<file path="src/rtl/cu_mc_pkg.sv">
// Shared types for the multi-cycle mycpu control unit: opcodes, FSM states,
// control-word encodings. CU_IRQ_EN adds the IRQ state.
package cu_mc_pkg;

    typedef enum logic [6:0] {
        OP_MOVA = 7'b0000000,
        OP_INC  = 7'b0000001,
        OP_ADD  = 7'b0000010,
        OP_SUB  = 7'b0000101,
        OP_DEC  = 7'b0000110,
        OP_AND  = 7'b0001000,
        OP_OR   = 7'b0001001,
        OP_XOR  = 7'b0001010,
        OP_NOT  = 7'b0001011,
        OP_MOVB = 7'b0001100,
        OP_SHR  = 7'b0001101,
        OP_SHL  = 7'b0001110,
        OP_LD   = 7'b0010000,
        OP_IOR  = 7'b0010001,
        OP_ST   = 7'b0100000,
        OP_IOW  = 7'b0100001,
        OP_ADI  = 7'b1000010,
        OP_LDI  = 7'b1001100,
        OP_BRZ  = 7'b1100000,
        OP_BRN  = 7'b1100001,
        OP_JMP  = 7'b1110000,
        OP_XXL  = 7'b1111110,
        OP_HAL  = 7'b1111111
    } opcode_t;

    typedef enum logic [2:0] {
        S_RST,
        S_INF,
        S_EX0,
        S_MWT,
        S_HLT
`ifdef CU_IRQ_EN
        , S_IRQ
`endif
    } cu_mc_state_t;

    localparam logic [1:0] PS_HOLD = 2'b00;
    localparam logic [1:0] PS_INC  = 2'b01;
    localparam logic [1:0] PS_BR   = 2'b10;
    localparam logic [1:0] PS_JMP  = 2'b11;

    localparam logic [1:0] MD_ALU = 2'b00;
    localparam logic [1:0] MD_MEM = 2'b01;
    localparam logic [1:0] MD_IO  = 2'b10;

    // Control word for an instruction that completes in the current cycle.
    typedef struct packed {
        logic [1:0] ps;
        logic       rw;
        logic       mm;
        logic [1:0] md;
        logic       mb;
        logic [3:0] fs;
        logic       wen;
        logic       iom;
    } ctrl_t;

    function automatic logic is_mem_op(input logic [6:0] op);
        return (op == OP_LD) || (op == OP_ST) || (op == OP_IOR) || (op == OP_IOW);
    endfunction

endpackage

</file>
<file path="src/rtl/cu_mc_if.sv">
// Control-unit bus: IR/flags/handshake in, datapath control words out.
// CU_IRQ_EN adds the interrupt request/acknowledge pair.
interface cu_mc_if #(parameter int RA_W = 3);

    logic [7+3*RA_W-1:0]   ins_in;
    logic                  z_in;
    logic                  n_in;
    logic                  mem_rdy_in;
    logic                  run_in;
    logic                  il_out;
    logic [1:0]            ps_out;
    logic                  rw_out;
    logic [3*(RA_W+1)-1:0] rs_out;
    logic                  mm_out;
    logic [1:0]            md_out;
    logic                  mb_out;
    logic [3:0]            fs_out;
    logic                  wen_out;
    logic                  iom_out;
    logic                  halted_out;
    logic                  err_out;
`ifdef CU_IRQ_EN
    logic                  irq_in;
    logic                  irq_ack_out;
`endif

    modport master (
        input  ins_in, z_in, n_in, mem_rdy_in, run_in,
        output il_out, ps_out, rw_out, rs_out, mm_out, md_out, mb_out,
               fs_out, wen_out, iom_out, halted_out, err_out
`ifdef CU_IRQ_EN
        , input irq_in, output irq_ack_out
`endif
    );

    modport slave (
        output ins_in, z_in, n_in, mem_rdy_in, run_in,
        input  il_out, ps_out, rw_out, rs_out, mm_out, md_out, mb_out,
               fs_out, wen_out, iom_out, halted_out, err_out
`ifdef CU_IRQ_EN
        , output irq_in, input irq_ack_out
`endif
    );

endinterface

</file>
<file path="src/rtl/cu_mc_dec.sv">
// Combinational opcode decoder: control word assuming the instruction
// completes this cycle. Unrecognised opcodes decode as XXL.
module cu_mc_dec
    import cu_mc_pkg::*;
(
    input  logic [6:0] op,
    input  logic       z,
    input  logic       n,
    output ctrl_t      ctrl
);

    always_comb begin
        ctrl     = '0;
        ctrl.ps  = PS_INC;
        ctrl.rw  = 1'b1;
        ctrl.md  = MD_ALU;
        ctrl.fs  = op[3:0];
        ctrl.wen = 1'b1;
        ctrl.mm  = is_mem_op(op);
        case (op)
            OP_MOVA, OP_INC, OP_ADD, OP_SUB, OP_DEC, OP_AND, OP_OR,
            OP_XOR, OP_NOT, OP_MOVB, OP_SHR, OP_SHL: ;
            OP_LDI, OP_ADI: ctrl.mb = 1'b1;
            OP_LD:  ctrl.md = MD_MEM;
            OP_IOR: begin
                ctrl.md  = MD_IO;
                ctrl.iom = 1'b1;
            end
            OP_ST: begin
                ctrl.rw  = 1'b0;
                ctrl.wen = 1'b0;
            end
            OP_IOW: begin
                ctrl.rw  = 1'b0;
                ctrl.wen = 1'b0;
                ctrl.iom = 1'b1;
            end
            OP_BRZ: begin
                ctrl.rw = 1'b0;
                ctrl.ps = z ? PS_BR : PS_INC;
            end
            OP_BRN: begin
                ctrl.rw = 1'b0;
                ctrl.ps = n ? PS_BR : PS_INC;
                ctrl.fs = 4'b0000;
            end
            OP_JMP: begin
                ctrl.rw = 1'b0;
                ctrl.ps = PS_JMP;
            end
            default: begin
                ctrl.rw = 1'b0;
                ctrl.ps = PS_HOLD;
            end
        endcase
    end

endmodule

</file>
<file path="src/rtl/cu_mc.sv">
// Multi-cycle control unit: fetch/execute FSM with memory wait states,
// bus timeout and resumable halt. CU_IRQ_EN adds a single-shot IRQ state.
//
// state | meaning
// RST   | post-reset idle, outputs at reset values
// INF   | load IR
// EX0   | execute; memory ops start their access here
// MWT   | memory/IO wait state, counted for timeout
// HLT   | halted, waits for run_in (bus timeout also lands here)
// IRQ   | jump to interrupt vector (CU_IRQ_EN only)
module cu_mc
    import cu_mc_pkg::*;
#(
    parameter int RA_W     = 3,
    parameter int WAIT_MAX = 15
) (
    input  logic      clk,
    input  logic      rst_n,
    cu_mc_if.master   bus
);

    localparam int         IW        = 7 + 3*RA_W;
    localparam logic [7:0] WCNT_LAST = 8'(WAIT_MAX - 1);

    logic [6:0]      op;
    logic [RA_W-1:0] da, aa, ba;
    logic            mem_op;
    ctrl_t           dec;

    cu_mc_state_t state, state_nx;
    logic [7:0]   wcnt, wcnt_nx;
    logic         err, err_nx;

    assign op     = bus.ins_in[IW-1 -: 7];
    assign da     = bus.ins_in[3*RA_W-1 -: RA_W];
    assign aa     = bus.ins_in[2*RA_W-1 -: RA_W];
    assign ba     = bus.ins_in[RA_W-1:0];
    assign mem_op = is_mem_op(op);

    cu_mc_dec u_dec (
        .op   (op),
        .z    (bus.z_in),
        .n    (bus.n_in),
        .ctrl (dec)
    );

`ifdef CU_IRQ_EN
    logic irq_armed_r, irq_armed_nx, done;
    assign done = ((state == S_EX0) || (state == S_MWT)) && (!mem_op || bus.mem_rdy_in);
`endif

    always_comb begin
        state_nx       = state;
        wcnt_nx        = wcnt;
        err_nx         = err;
        bus.il_out     = 1'b0;
        bus.ps_out     = PS_HOLD;
        bus.rw_out     = 1'b0;
        bus.rs_out     = '0;
        bus.mm_out     = 1'b0;
        bus.md_out     = MD_ALU;
        bus.mb_out     = 1'b0;
        bus.fs_out     = 4'b0000;
        bus.wen_out    = 1'b1;
        bus.iom_out    = 1'b0;
        bus.halted_out = 1'b0;
        bus.err_out    = err;
`ifdef CU_IRQ_EN
        bus.irq_ack_out = 1'b0;
`endif
        case (state)
            S_RST: state_nx = S_INF;
            S_INF: begin
                bus.il_out = 1'b1;
                state_nx   = S_EX0;
`ifdef CU_IRQ_EN
                if (bus.irq_in && irq_armed_r) begin
                    bus.il_out = 1'b0;
                    state_nx   = S_IRQ;
                end
`endif
            end
            S_EX0, S_MWT: begin
                bus.rs_out  = {1'b0, da, 1'b0, aa, 1'b0, ba};
                bus.mm_out  = dec.mm;
                bus.md_out  = dec.md;
                bus.mb_out  = dec.mb;
                bus.fs_out  = dec.fs;
                bus.wen_out = dec.wen;
                bus.iom_out = dec.iom;
                if (!mem_op || bus.mem_rdy_in) begin
                    bus.ps_out = dec.ps;
                    bus.rw_out = dec.rw;
                    state_nx   = (op == OP_HAL) ? S_HLT : S_INF;
                end else if (state == S_EX0) begin
                    state_nx = S_MWT;
                    wcnt_nx  = '0;
                end else if (wcnt == WCNT_LAST) begin
                    // Timeout: the write strobe drops as HLT is entered.
                    state_nx = S_HLT;
                    err_nx   = 1'b1;
                end else begin
                    wcnt_nx = wcnt + 8'd1;
                end
            end
            S_HLT: begin
                bus.halted_out = 1'b1;
                if (bus.run_in) begin
                    state_nx = S_INF;
                    err_nx   = 1'b0;
                end
`ifdef CU_IRQ_EN
                if (bus.irq_in) state_nx = S_IRQ;
`endif
            end
`ifdef CU_IRQ_EN
            S_IRQ: begin
                bus.ps_out      = PS_JMP;
                bus.irq_ack_out = 1'b1;
                state_nx        = S_INF;
            end
`endif
            default: state_nx = S_RST;
        endcase
    end

`ifdef CU_IRQ_EN
    always_comb begin
        irq_armed_nx = irq_armed_r;
        if (done) irq_armed_nx = 1'b1;
        if (state_nx == S_IRQ && state != S_IRQ) irq_armed_nx = 1'b0;
    end
`endif

    always_ff @(posedge clk or negedge rst_n) begin
        if (!rst_n) begin
            state <= S_RST;
            wcnt  <= '0;
            err   <= 1'b0;
`ifdef CU_IRQ_EN
            irq_armed_r <= 1'b1;
`endif
        end else begin
            state <= state_nx;
            wcnt  <= wcnt_nx;
            err   <= err_nx;
`ifdef CU_IRQ_EN
            irq_armed_r <= irq_armed_nx;
`endif
        end
    end

endmodule

</file>
<file path="src/flat_wrapper.sv">
// flat-port wrapper written by rule: the top's interface ports become plain ports
module cu_mc_flat import cu_mc_pkg::*;
#(
    parameter int RA_W     = 3,
    parameter int WAIT_MAX = 15
)
  (clk, rst_n, bus_ins_in, bus_z_in, bus_n_in, bus_mem_rdy_in, bus_run_in, bus_il_out, bus_ps_out, bus_rw_out, bus_rs_out, bus_mm_out, bus_md_out, bus_mb_out, bus_fs_out, bus_wen_out, bus_iom_out, bus_halted_out, bus_err_out);
  cu_mc_if #(.RA_W(RA_W)) bus_i ();
  input  logic clk;
  input  logic rst_n;
  input wire logic [$bits(bus_i.ins_in)-1:0] bus_ins_in;
  input wire logic [$bits(bus_i.z_in)-1:0] bus_z_in;
  input wire logic [$bits(bus_i.n_in)-1:0] bus_n_in;
  input wire logic [$bits(bus_i.mem_rdy_in)-1:0] bus_mem_rdy_in;
  input wire logic [$bits(bus_i.run_in)-1:0] bus_run_in;
  output wire logic [$bits(bus_i.il_out)-1:0] bus_il_out;
  output wire logic [$bits(bus_i.ps_out)-1:0] bus_ps_out;
  output wire logic [$bits(bus_i.rw_out)-1:0] bus_rw_out;
  output wire logic [$bits(bus_i.rs_out)-1:0] bus_rs_out;
  output wire logic [$bits(bus_i.mm_out)-1:0] bus_mm_out;
  output wire logic [$bits(bus_i.md_out)-1:0] bus_md_out;
  output wire logic [$bits(bus_i.mb_out)-1:0] bus_mb_out;
  output wire logic [$bits(bus_i.fs_out)-1:0] bus_fs_out;
  output wire logic [$bits(bus_i.wen_out)-1:0] bus_wen_out;
  output wire logic [$bits(bus_i.iom_out)-1:0] bus_iom_out;
  output wire logic [$bits(bus_i.halted_out)-1:0] bus_halted_out;
  output wire logic [$bits(bus_i.err_out)-1:0] bus_err_out;
  assign bus_i.ins_in = bus_ins_in;
  assign bus_i.z_in = bus_z_in;
  assign bus_i.n_in = bus_n_in;
  assign bus_i.mem_rdy_in = bus_mem_rdy_in;
  assign bus_i.run_in = bus_run_in;
  assign bus_il_out = bus_i.il_out;
  assign bus_ps_out = bus_i.ps_out;
  assign bus_rw_out = bus_i.rw_out;
  assign bus_rs_out = bus_i.rs_out;
  assign bus_mm_out = bus_i.mm_out;
  assign bus_md_out = bus_i.md_out;
  assign bus_mb_out = bus_i.mb_out;
  assign bus_fs_out = bus_i.fs_out;
  assign bus_wen_out = bus_i.wen_out;
  assign bus_iom_out = bus_i.iom_out;
  assign bus_halted_out = bus_i.halted_out;
  assign bus_err_out = bus_i.err_out;
  cu_mc #(.RA_W(RA_W), .WAIT_MAX(WAIT_MAX)) u_core (.clk(clk), .rst_n(rst_n), .bus(bus_i));
endmodule
</file>
<file path="config.mk">
export PLATFORM = sky130hd
export DESIGN_NAME = cu_mc_flat
export DESIGN_NICKNAME = d
export VERILOG_FILES = /design/src/rtl/cu_mc_pkg.sv /design/src/rtl/cu_mc_if.sv /design/src/rtl/cu_mc_dec.sv /design/src/rtl/cu_mc.sv /design/src/flat_wrapper.sv
export SDC_FILE = /design/constraint.sdc
export NUM_CORES = 1
export LEC_CHECK = 0
export CORE_ASPECT_RATIO = 0.7
export CORE_UTILIZATION = 30
export DETAILED_ROUTE_END_ITERATION = 8
export PLACE_DENSITY = 0.69
export SLEW_MARGIN = 20
export SYNTH_ARGS = -nofsm -noshare
export SYNTH_HDL_FRONTEND = slang
export SYNTH_SLANG_ARGS = --single-unit
</file>
<file path="constraint.sdc">
create_clock -name clk -period 2.4 [get_ports clk]
set_input_delay 0.48 -clock clk [delete_from_list [all_inputs] [get_ports clk]]
set_output_delay 0.48 -clock clk [all_outputs]
set_load 0.01 [all_outputs]
</file>
==> Word level (Yosys, flattened, before mapping) <==
Cells that the tools add are included.
{ "word_totals": {"ff_bits": 12, "inputBits": 22} }
{ "classes": {"addsub": 1, "n_eq_ne": 32, "mux": 35, "bitwise": 1, "reduce_logical": 17} }
{ "ops": {"columns": ["operator", "count"], "rows": [
  ["$eq 7x4->1 const B", 7],
  ["$eq 7x7->1 const B", 6],
  ["$reduce_or 18->1", 1],
  ["$mux 1", 16],
  ["$mux 8", 2],
  ["$reduce_or 16->1", 1],
  ["$mux 3", 5],
  ["$eq 7x3->1 const B", 2],
  ["$eq 7x5->1 const B", 2],
  ["$eq 7x6->1 const B", 2],
  ["$pmux 3 s4", 1],
  ["$mux 11", 1],
  ["$mux 2", 5],
  ["$add 8x1->8 const B", 1],
  ["$eq 8x4->1 const B", 1],
  ["$mux 4", 2],
  ["$pmux 2 s4", 1],
  ["$reduce_or 2->1", 4],
  ["$eq 7x1->1 const B", 1],
  ["$eq 7x2->1 const B", 1],
  ["$logic_not 7->1", 1],
  ["$eq 3x2->1 const B", 2],
  ["$ne 2x2->1 const B", 3],
  ["$reduce_and 5->1", 1],
  ["other kinds (13)", 17]
]} }

==> Depth between registers and ports, before layout <==
Gate-level depths: netlist (run 1).
{ "logic_depth": {"ltp_word": 8, "ltp_mapped": 7} }

==> Cells and area by module <==
From an unflattened synthesis (run 1), not the netlist that was laid out.
{ "unflattened": {"hier_cells": 154, "hier_area_um2": 1194.9} }
{ "by_module_without_submodules": {"columns": ["module", "instances", "cells_each", "area_per_inst_um2"], "rows": [
  ["cu_mc", 1, 112, 928.4],
  ["cu_mc_dec", 1, 42, 266.5]
]} }

==> Worst setup path after synthesis (run 1) <==
No wires, ideal clock.
{ "synth_path": {"path_type": "input to output", "startpoint": "in bus_ins_in[14]", "endpoint": "out bus_ps_out[1]", "arrival_time_ps": 1736, "required_ps": 1920, "slack_ps": 184, "path_stages": 5, "path_cell_list": "buf_2 xor2_2 nand2_1 o21ai_0 a2111oi_0"} }
{ "synth_via": {"elab_chain_cells": 8, "elab_cells_between_ends": 30, "classes_between": "20 x eq/ne; 3 x mux; 7 x reduce/logical"} }
{ "synth_lines": {"columns": ["element", "line_no", "text"], "rows": [
  ["start: declaration", "flat_wrapper.sv:11", "input wire logic [$bits(bus_i.ins_in)-1:0] bus_ins_in;"],
  ["parallel branches: the longest is 6 deep, another holds $reduce_or 18->1", null, null],
  ["$mux 2 (*)", "cu_mc.sv:91", "if (!mem_op || bus.mem_rdy_in) begin"],
  ["$mux 2 (*)", "cu_mc.sv:71", "case (state)"],
  ["end: declaration", "flat_wrapper.sv:17", "output wire logic [$bits(bus_i.ps_out)-1:0] bus_ps_out;"]
]} }
Mark *: on every way between the ends.

==> Worst setup path after layout (run 1) <==
{ "layout_path": {"startpoint": "in bus_ins_in[9]", "endpoint": "out bus_ps_out[0]"} }
Same word-level chain as after synthesis.

==> flow_summary.yaml, run 1 <==
status:
  status: "finished, final reports clean"
finish:
  layout_commonest_cell: "clkdlybuf4s50_1"
  layout_common_cells: "clkdlybuf4s50_1, nor2_1, and2_1, a21oi_1, buf_4"
  n_antenna_cell: 0
  area_delta_synth_final_pct: 61.80
  utilization_pct: 51.09
  layout-drive-gt1-share_pct: 18.91
  nets: 227
sta:
  final-hold-violation-count: 0
  fin_skew_ns: 0.0001971
  max_freq_mhz: 439.1
  max-slew-margin-rel_pct: 51.60
  slew_violations: 0
  setup_viol: 0
  worst_slew_pin_slew_ns: 0.7244
  fin_crit_ns: 2.278
  rsz0062_at_grt: "false"
  holdWs_ns: 0.5434
  period_share_pct: 94.90
clock_network:
  cts_made_buffers: 3
  postCtsSetupBuffers: 0
  cts_sinks: 12
  cts.reportedPaths.clkPinSlew_ns: 0.05
  ctsHtreeMaxLevel: 1
  clock_latency_ns: 0.24
  cts_root_buf: "clkbuf_8"
  cts_tree: "yes"
  cts_buffer_depth: 2
global_routing:
  track_usage_pct: 17.74
  grt_pass1_vias: 1115
  antenna_found_initial: 0
  grt_pass1_wl_um: 5319
  grt_max_degree: 20
  grt_overflow: 0
setup_path:
  cp.required_ns: 1.92
  r2r-start: "u_core.wcnt[0]"
  worstSetupStartpointType: "input pin"
  crit_end: "bus_ps_out[0]"
  end_kind: "output pin"
  cpPeakStageDelay_ns: 0.52
  r2r_slack_ns: 0.61
  criticalPathCategory: "input pin to output pin"
  reg2regPathDepth: 6
  arrival_ns: 1.80
  cp_slowest_cell: "clkdlybuf4s50_1"
  crit_path_max_fanout: 2
  r2r_end: "u_core.wcnt[4]"
  crit_path_start: "bus_ins_in[9]"
  path_cells: "clkdlybuf4s50_1 > nand2b_1 > a2111oi_4 > a211oi_2 > a21oi_1 > clkbuf_2"
synth:
  synthesis.area_mm2: 0.001124
  yosysWarningCount: 0
  synth_cells: 145
  synth_cell_types: 42
  synth-seq-cells: 12
  synth_area_per_cell_um2: 7.749
  synth-edff-count: 0
  ys_seq_area_share_pct: 26.73
  synth_flop_cell: "dfrtp_1"
  async_reset_ff_share_pct: 100.0
floorplanning:
  rows: 18
  io_pins: 50
  die_h_um: 53.20
  die_area_mm2: 0.003998
  die_w_um: 75.15
  start_util_pct: 31.58
  core-area_mm2: 0.003558
place:
  dp_hpwl_um: 2719
  port_buffers: 46
  place.gp.congestion: 0.8409
drt:
  wl_per_cell_um: 13.60
  via_count: 1282
  ant_nets: 0
  viasPerCell: 5.108
  drc: 0
  drt_iter0_markers: 35
  routed_wl_um: 3414
  dr.pass1.iters: 4
pwr:
  total_leakage_power_nw: 0.7840
  powerDensity_mw_per_mm2: 574.2
  peakVddDrop_mv: 0.3585
worst_hold_path:
  min_from: "u_core.bus.err_out"
  hold_class: "flip-flop to flip-flop"
flow_run:
  cap_violations: 0
==> layer usage <==
metal | track usage (%) | wire (um)
met2 | 26.58 | 1568
met1 | 26.27 | 1656
met3 | 4.952 | 189
met5 | 0 | 0
met4 | 0.9259 | 0
==> logic make-up (layout without fill, tap and decap cells) <==
kind of cell	after synthesis	in the layout	synth area share, %
AO/OA/AOI/OAI	36	36	20.94
XOR/XNOR	1	1	1.448
adder cells (fa/ha/maj)	2	2	2.227
buffers and inverters	16	70	6.570
flip-flops	12	12	26.73
other	1	3	0.3338
AND/OR/NAND/NOR	77	77	41.76
==> sequential cells by signal, summed over array words and instances (netlist names) <==
name and flops:
u_core.wcnt 8, u_core.bus.err_out 1, u_core.state 3
==> worst max-delay path, delay by kind of cell <==
kind | cells | cell delay, ns
AO/OA/AOI/OAI | 3 | 0.54
buffers and inverters | 2 | 0.66
AND/OR/NAND/NOR | 1 | 0.12
==> metrics by stage <==
stage	worst slack, ns	TNS (ns)	instance area, um2	cells	power [mW]
finish	0.1224	0	1818	251	1.044
global route	0.02153	0	1818	251	1.118
CTS	0.001147	0	1793	251	1.031
detailed placement	-0.6697	-4.811	1727	248	0.8394
global placement	-0.6381	-4.329	1727	248	0.8280
floorplan	0.1837	0	1131	147	0.5485
==> report_power, final <==
group          total [mW]  switching (mW)  leakage (nW)  internal, mW
Clock               0.183          0.0728        0.0216         0.111
Sequential          0.267          0.0334         0.154         0.233
Combinational       0.594           0.285         0.608         0.309
Total                1.04           0.392         0.784         0.652
==> how the worst min path moves through the flow <==
stage	endpoint	depth (start not counted)	slack (ns)
CTS	u_core.bus.err_out	2	0.55
global placement	u_core.bus.err_out	2	0.52
floorplan	u_core.bus.err_out	0	0.18
finish	u_core.bus.err_out	2	0.54
global route	u_core.wcnt[0]	2	0.61
detailed placement	u_core.bus.err_out	2	0.54
==> area by class of cell <==
cell class	instances	area [um2]
inverters	3	11.26
fillers	346	1740
flip-flops and latches	12	300.3
multi-input cells	119	807.0
clock buffers	3	41.29
well taps	50	62.56
repair buffers	64	595.6
==> Yosys cell counts, types with 2 or more instances <==
cell type   n  area, um2
and3_1      3      18.77
nor3b_1     2      15.01
dfrtp_1    12      300.3
and2_1     14      87.58
o41ai_1     3      26.28
clkbuf_1    8      30.03
nand2b_1    5      31.28
buf_2       2      10.01
nand3_1     7      35.03
buf_4       3      22.52
o211ai_1    2      15.01
inv_1       3      11.26
nand4b_1    3      26.28
a2111oi_0   2      17.52
a21o_1      2      15.01
ha_1        2      25.02
o31ai_1     3      22.52
nand2_1     6      22.52
a21oi_1    14      70.07
o21ai_0     4      20.02
nand4_1     4      25.02
nor3_1      6      30.03
nor2_1     16      60.06
==> timing repair <==
action / in CTS / in global routing
hold buffers: 0 / 0
endpoints found under the setup margin: 10 / 10
resized for setup: 31 / 12
pin swaps: 2 / 0
gates cloned: 0 / 0
No activity file was read; power rests on OpenSTA's default activity.
==> run 2, diff against run 1 <==
--- a/config.mk
+++ b/config.mk
@@ -6,9 +6,9 @@
 export NUM_CORES = 1
 export LEC_CHECK = 0
 export CORE_ASPECT_RATIO = 0.7
-export CORE_UTILIZATION = 30
+export CORE_UTILIZATION = 42
 export DETAILED_ROUTE_END_ITERATION = 8
-export PLACE_DENSITY = 0.69
+export PLACE_DENSITY = 0.88
 export SLEW_MARGIN = 20
 export SYNTH_ARGS = -nofsm -noshare
 export SYNTH_HDL_FRONTEND = slang
==> run 2 against run 1 <==
- first-iteration DRC count rose to 2.7 times the previous value
- via count rose by 5.8%
- die area fell by 28%
- combinational power barely moved
- highest routed layer is now met4
- wire length rose by 11%
- sequential power barely moved
- setup slack got worse by 0.066 ns
- clock power barely moved
- sequential cell count did not move
==> flow_summary.yaml, run 2 (synthesized netlist as in run 1, its figures left out) <==
status:
  status: "finished, final reports clean"
setup_path:
  r2r_slack_ns: 0.60
  end_kind: "output pin"
  cpPeakStageDelay_ns: 0.48
  arrival_ns: 1.86
  path_cells: "clkdlybuf4s50_1 > buf_4 > nor3_1 > a2111oi_0 > dlygate4sd2_1"
  cp_slowest_cell: "clkdlybuf4s50_1"
  criticalPathCategory: "input pin to output pin"
  worstSetupStartpointType: "input pin"
  crit_path_max_fanout: 8
  crit_path_start: "bus_ins_in[9]"
  r2r-start: "u_core.wcnt[0]"
  cp.required_ns: 1.92
  reg2regPathDepth: 6
  r2r_end: "u_core.wcnt[4]"
place:
  port_buffers: 46
  place.gp.congestion: 0.9065
  place_inst: 232
  post-place-ws_ns: -0.5684
  placed_cell_area_mm2: 0.001707
  dp_hpwl_um: 2867
clock_network:
  cts_tree: "yes"
  cts.reportedPaths.clkPinSlew_ns: 0.05
  cts_made_buffers: 3
  ctsHtreeMaxLevel: 1
  cts_buffer_depth: 2
  cts_sinks: 12
  postCtsSetupBuffers: 0
  cts_root_buf: "clkbuf_8"
  clock_latency_ns: 0.24
floorplanning:
  io_pins: 50
  die_w_um: 63.82
  die_h_um: 45.28
  start_util_pct: 45.01
  die_area_mm2: 0.002889
  core-area_mm2: 0.002496
  rows: 15
worst_hold_path:
  holdPathStages: 2
  min_from: "u_core.bus.err_out"
  hold-path-endpoint: "u_core.bus.err_out"
  hold_class: "flip-flop to flip-flop"
finish:
  finalNonFillerCells: 235
  nets: 227
  fillCellCount: 188
  layout_commonest_cell: "clkdlybuf4s50_1"
  n_antenna_cell: 0
  largest_reg_flops: 8
  layout_common_cells: "clkdlybuf4s50_1, nor2_1, buf_4"
  design_area_mm2: 0.001783
  regMostFlops: "u_core.wcnt"
  utilization_pct: 71.43
  area_delta_synth_final_pct: 58.69
  layout-drive-gt1-share_pct: 17.91
pwr:
  totalPowerFinal_mw: 1.046
  powerDensity_mw_per_mm2: 586.7
  peakVddDrop_mv: 0.3939
  total_leakage_power_nw: 0.7821
global_routing:
  grt_pass1_vias: 1221
  grt_max_degree: 20
  antenna_found_initial: 0
  grt_pass1_wl_um: 5878
  track_usage_pct: 27.05
  grt_overflow: 0
sta:
  slew_violations: 0
  fin_skew_ns: 0.004825
  final-hold-violation-count: 0
  max-slew-margin-rel_pct: 62.43
  max_freq_mhz: 426.7
  setup_viol: 0
  tns_ns: 0
  period_share_pct: 97.65
  layout_setup_ws_ns: 0.05644
  rsz0062_at_grt: "false"
  worst_slew_pin_slew_ns: 0.5617
  holdWs_ns: 0.5376
  fin_crit_ns: 2.344
drt:
  via_count: 1356
  dr.pass1.iters: 4
  wl_per_cell_um: 16.11
  ant_nets: 0
  viasPerCell: 5.770
  routed_wl_um: 3787
  drc: 0
  drt_iter0_markers: 96
flow_run:
  cap_violations: 0
## run 2: changes by cell type in the layout (fill, tap and decap cells not counted)
cell and change:
nor3_2 +1, buf_8 -1, a2111oi_2 -1, buf_4 +1
clkbuf_2 -1, clkdlybuf4s15_1 +1, nor3_4 -1, a2111oi_0 +1
## run 2: power breakdown
group | leakage (nW) | switching (mW) | internal (mW)
Combinational | 0.606 | 0.291 | 0.302
Clock | 0.0216 | 0.0734 | 0.111
Sequential | 0.154 | 0.0364 | 0.233
## run 2: layout make-up
type                            count  area (um2)  share of cell area [%]
Clock buffer                        3       41.29                   2.316
Timing Repair Buffer               64       593.1                   33.26
Multi-Input combinational cell    119       794.5                   44.56
Inverter                            3       11.26                  0.6316
Sequential cell                    12       300.3                   16.84
Tap cell                           34       42.54                   2.386
## run 2: worst max path at each step
stage,endpoint,slack [ns],cells after the start
CTS,bus_ps_out[0],0.0003,6
detailed placement,bus_ps_out[1],-0.57,6
finish,bus_ps_out[1],0.06,5
global placement,bus_ps_out[1],-0.57,6
global route,bus_ps_out[1],0.003,5
floorplan,bus_ps_out[1],0.18,5
## run 2: worst max-delay path, delay by kind of cell
kind	cells	cell delay [ns]
and+or+nand+nor	1	0.06
AOI/OAI and AO/OA	1	0.34
buffers and inverters	3	0.98
## run 2: timing repair
| action | CTS | global route |
|---|---|---|
| pin swaps | 1 | 0 |
| cloned | 0 | 0 |
| endpoints found under the setup margin | 10 | 3 |
| hold endpoints to repair | 0 | 0 |
| hold buffers | 0 | 0 |
| resized for setup | 28 | 9 |
## run 2: routing by layer
metal	vias to the layer above	track usage (%)	share of wire, %
li1	641	-	-
met1	633	34.25	42
met2	75	47.66	51
met3	7	6.061	6.2
met4	0	6.364	0.66
met5	-	0	0
==> variant 1, RTL diff (flow settings as in run 1) <==
`RA_W` is set to 3 in 3 places; all go to 6.
--- a/src/rtl/cu_mc_if.sv
+++ b/src/rtl/cu_mc_if.sv
@@ -1,5 +1,5 @@
 // Control-unit bus: IR/flags/handshake in, datapath control words out.
 // CU_IRQ_EN adds the interrupt request/acknowledge pair.
-interface cu_mc_if #(parameter int RA_W = 3);
+interface cu_mc_if #(parameter int RA_W = 6);
 
     logic [7+3*RA_W-1:0]   ins_in;
--- a/src/rtl/cu_mc.sv
+++ b/src/rtl/cu_mc.sv
@@ -12,5 +12,5 @@
     import cu_mc_pkg::*;
 #(
-    parameter int RA_W     = 3,
+    parameter int RA_W     = 6,
     parameter int WAIT_MAX = 15
 ) (
--- a/src/flat_wrapper.sv
+++ b/src/flat_wrapper.sv
@@ -2,5 +2,5 @@
 module cu_mc_flat import cu_mc_pkg::*;
 #(
-    parameter int RA_W     = 3,
+    parameter int RA_W     = 6,
     parameter int WAIT_MAX = 15
 )
Ports: changed (resized bus_ins_in and bus_rs_out); port bits go from 50 to 68. No check against the original RTL was run, so the function may have changed too.
==> variant 1 against run 1 <==
  * Power grew 11%
  * Synthesized cell count increased by 12%
  * Sequential cell count stayed put
  * Core utilization increased by 5.9 points
  * Worst hold slack worse by 51 ps
  * Critical path depth is the same
  * Cell area increased by 15%
  * Routed wire length is 12% higher
  * Worst setup slack got worse by 45 ps
  * Global-route usage up 0.25 points
  * Synthesized area rose by 6.2%
  * Sequential share of layout area is 2.2 points lower
  * Critical path type is now in -> reg
  * Largest power group unchanged
==> variant 1: results (changes against run 1) <==
\begin{tabular}{lr}
\hline
Metric & Value \\
\hline
\multicolumn{2}{l}{\textbf{Final layout}} \\
\quad Layout cell share with drive strength beyond 1 & 0.217 (+0.0282) \\
\quad Layout Nets & 279 (+23\%) \\
\quad Logic inverters & 6 (+3) \\
\quad Multi-input gate area in the final layout & 850 µm² (+5.3\%) \\
\quad Multi-input logic cell count & 130 (+9.2\%) \\
\multicolumn{2}{l}{\textbf{Setup path}} \\
\quad Worst-path cell with the longest stage delay & or4\_4 \\
\quad Crit-path leading delay family & simple AND/OR/NAND/NOR gates \\
\quad Worst setup path class & in -> reg \\
\quad Worst flop-to-flop path endpoint & u\_core.wcnt[6]\$\_DFFE\_PN0P\_ \\
\quad Reg2reg path depth & 5 (-1) \\
\multicolumn{2}{l}{\textbf{Synthesis}} \\
\quad Count of distinct cell types in the synthesized netlist & 43 (+2.4\%) \\
\quad Avg Inst Size Synth & 7.37 µm² (-4.9\%) \\
\quad Most numerous cell types in the synthesized netlist & 22 x and2\_1, 12 x dfrtp\_1, 11 x a21oi\_1, 10 x clkbuf\_1, 10 x nand2\_1 \\
\multicolumn{2}{l}{\textbf{Routing}} \\
\quad Wire per inst & 13.0 µm (-4.1\%) \\
\quad DR iter-0 viols & 175 (+400\%) \\
\quad Via count of the routed design & 1498 (+17\%) \\
\multicolumn{2}{l}{\textbf{Placement}} \\
\quad DPL Wire Length & 2970 µm (+9.2\%) \\
\quad DP Worst Slack & -607 ps (+62.5 ps) \\
\quad Number of buffers inserted by port buffering & 64 (+39\%) \\
\quad Weighted congestion at the end of routability-driven global placement & 0.822 (-2.2\%) \\
\multicolumn{2}{l}{\textbf{Run status}} \\
\quad Result of the run & finished clean \\
\multicolumn{2}{l}{\textbf{Hold path}} \\
\quad Number of instances on the worst hold path & 1 (-1) \\
\multicolumn{2}{l}{\textbf{Pwr}} \\
\quad Static leakage & 0.912 nW (+16\%) \\
\quad Combinational logic power & 698 µW (+18\%) \\
\multicolumn{2}{l}{\textbf{Global route}} \\
\quad Overall fraction of global-route tracks in use & 0.180 (+0.00249) \\
\multicolumn{2}{l}{\textbf{Timing}} \\
\quad Actual slew at the worst max-slew pin & 555 ps (-169 ps) \\
\hline
\end{tabular}
## variant 1: cell types whose count changed after synthesis, moves of 3 or more
cell / delta
nor4_1: +4
nor2_1: -7
nand2_1: +4
inv_1: +3
or4_1: +4
or3_1: +3
a21oi_1: -3
and2_1: +8
o41ai_1: -3
## variant 1: cells by family after synthesis
family,after synthesis,share of synthesized area
buffers and inverters,22,0.0870
adders and majority gates,2,0.0210
other,1,0.00314
xor gates and xnor gates,2,0.0147
DFF,12,0.252
and+or+nand+nor,90,0.434
muxes,1,0.00943
AOI/OAI and AO/OA,32,0.179
## variant 1: what timing repair did
action,in CTS,in global routing
resized for setup,23,18
setup endpoints to repair,22,9
gates cloned,0,0
hold buffers,0,0
pin swaps,1,3
setup buffers,0,2
## variant 1: layer usage
metal / track usage / up-vias / share of wire
met5: 0 / - / 0
met4: 0.0472 / 0 / 0.0039
met3: 0.0567 / 2 / 0.066
met2: 0.245 / 55 / 0.40
met1: 0.266 / 693 / 0.53
li1: - / 748 / -
==> variant 2, RTL diff (settings of run 1) <==
Without the edit above. Re-encode `cu_mc_state_t` (5 states) as one-hot, 5 bits wide.
--- a/src/rtl/cu_mc_pkg.sv
+++ b/src/rtl/cu_mc_pkg.sv
@@ -29,10 +29,10 @@
     } opcode_t;
 
-    typedef enum logic [2:0] {
-        S_RST,
-        S_INF,
-        S_EX0,
-        S_MWT,
-        S_HLT
+    typedef enum logic [4:0] {
+        S_RST = 5'b00001,
+        S_INF = 5'b00010,
+        S_EX0 = 5'b00100,
+        S_MWT = 5'b01000,
+        S_HLT = 5'b10000
 `ifdef CU_IRQ_EN
         , S_IRQ
Behaviour: no difference found for any inputs over 10 cycles, from zero or initial values and one cycle with rst_n low; not proved beyond that.
==> variant 2 against run 1 <==
  * Cell area increased by 8.4%
  * Routed wire length increased by 1.4%
  * Clock skew increased by 2.7 ps
  * Power increased by 4.9%
  * Combinational power increased by 3%
  * Sequential share of layout area increased by 1.3 points
  * Die area increased by 6.3%
  * Worst setup slack got worse by 51 ps
  * Sequential cell count increased by 2
  * Synthesized area increased by 6.5%
  * Core utilization increased by 2.6 points
  * Clock power increased by 9%
  * Largest power group unchanged
==> variant 2: results (changes against run 1) <==
\begin{tabular}{lr}
\hline
Metric & Value \\
\hline
\multicolumn{2}{l}{\textbf{Final layout}} \\
\quad Filler cells & 366 (+5.8\%) \\
\quad Layout cell share with drive strength beyond 1 & 0.269 (+0.0797) \\
\quad Multi-input gate area in the final layout & 815 µm² (+0.93\%) \\
\quad Max reg flops & 8 (unchanged) \\
\multicolumn{2}{l}{\textbf{Routing}} \\
\quad DR iter-0 viols & 66 (+89\%) \\
\quad Via count of the routed design & 1381 (+7.7\%) \\
\quad Wire per inst & 12.5 µm (-8.1\%) \\
\quad Wire length on met1 & 1760 µm (+6.0\%) \\
\quad Final wirelength & 3460 µm (+1.4\%) \\
\quad Uppermost signal routing layer after detailed routing & met4 \\
\quad Met3 wirelength from detailed routing & 175 µm (-7.4\%) \\
\multicolumn{2}{l}{\textbf{CTS}} \\
\quad CTS root buf & clkbuf\_8 \\
\quad Post\_cts resized & 28 (-9.7\%) \\
\multicolumn{2}{l}{\textbf{Timing}} \\
\quad Worst clock skew & 2.93 ps (+2.73 ps) \\
\quad WHS & 505 ps (-37.9 ps) \\
\multicolumn{2}{l}{\textbf{Placement}} \\
\quad Placed cell areas & 1880 µm² (+8.8\%) \\
\quad DPL Wire Length & 2620 µm (-3.7\%) \\
\quad Cells after DPL & 270 (+8.9\%) \\
\multicolumn{2}{l}{\textbf{Synthesis}} \\
\quad Count of distinct cell types in the synthesized netlist & 47 (+12\%) \\
\quad Avg Inst Size Synth & 7.77 µm² (+0.24\%) \\
\quad Compound-Gate Fraction of Synth Area & 0.174 (-0.0357) \\
\quad Leading cell types by total area after synthesis & dfrtp\_1 27\%, and3\_1 6.8\%, nand2\_1 4.7\% \\
\quad Synthesized-area fraction occupied by adder cells & 0.0209 (-0.00135) \\
\quad Most numerous cell types in the synthesized netlist & 15 x nand2\_1, 13 x and3\_1, 13 x dfrtp\_1, 12 x nor2\_1, 11 x nor3\_1 \\
\multicolumn{2}{l}{\textbf{Setup path}} \\
\quad Reg2reg start & u\_core.state[1]\$\_DFFE\_PN0P\_ \\
\quad Arrival time worst endpoint & 1850 ps (+50 ps) \\
\quad Slack of the worst reg-to-reg path & 390 ps (-220 ps) \\
\quad Worst flop-to-flop path endpoint & u\_core.wcnt[3]\$\_DFFE\_PN0P\_ \\
\multicolumn{2}{l}{\textbf{Global route}} \\
\quad Overall fraction of global-route tracks in use & 0.172 (-0.00535) \\
\quad Met1 Use GR & 0.239 (-0.0234) \\
\quad Number of global-route vias before repair & 1237 (+11\%) \\
\quad Pin count of the biggest net entering global routing & 16 (-20\%) \\
\quad First-pass GRT wire length & 5620 µm (+5.6\%) \\
\quad Met3 usage in global routing & 0.0417 (-0.00786) \\
\multicolumn{2}{l}{\textbf{Pwr}} \\
\quad Combinational logic power & 614 µW (+3\%) \\
\quad P\_sw & 400 µW (+2.2\%) \\
\quad Worst vdd rail ir drop & 0.280 mV (-22\%) \\
\quad Static leakage & 0.964 nW (+23\%) \\
\quad Sequential group share of total power & 0.257 (+0.002) \\
\multicolumn{2}{l}{\textbf{Run status}} \\
\quad Result of the run & finished clean \\
\hline
\end{tabular}
variant 2: cell types whose count changed after synthesis, sizes merged, moves of 3 or more:
cell	before	now
and2	14	1
nand4	4	1
and3	3	13
nor2b	1	4
or3	1	5
nand4b	4	1
nor2	16	12
nor3	6	11
clkbuf	8	5
nand2	6	15
o21ai	4	9
variant 2: worst max path at each step:
stage	startpoint	endpoint	slack [ps]	cells past startpoint
floorplan	u_core.state[1]$_DFFE_PN0P_	bus_ps_out[1]	240	4
global placement	bus_ins_in[10]	bus_ps_out[1]	-590	5
detailed placement	bus_ins_in[10]	bus_ps_out[1]	-540	5
CTS	u_core.state[1]$_DFFE_PN0P_	bus_rs_out[8]	10	5
global route	u_core.state[4]$_DFFE_PN0P_	bus_rs_out[1]	-10	5
finish	u_core.state[2]$_DFFE_PN0P_	bus_rs_out[5]	70	5
variant 2: layout make-up:
cell class,count,area share
multi-input combinational,127,0.413
timing repair buffer,78,0.346
sequential,14,0.178
tap,50,0.0317
clock buffer,4,0.0229
inverter,4,0.00762
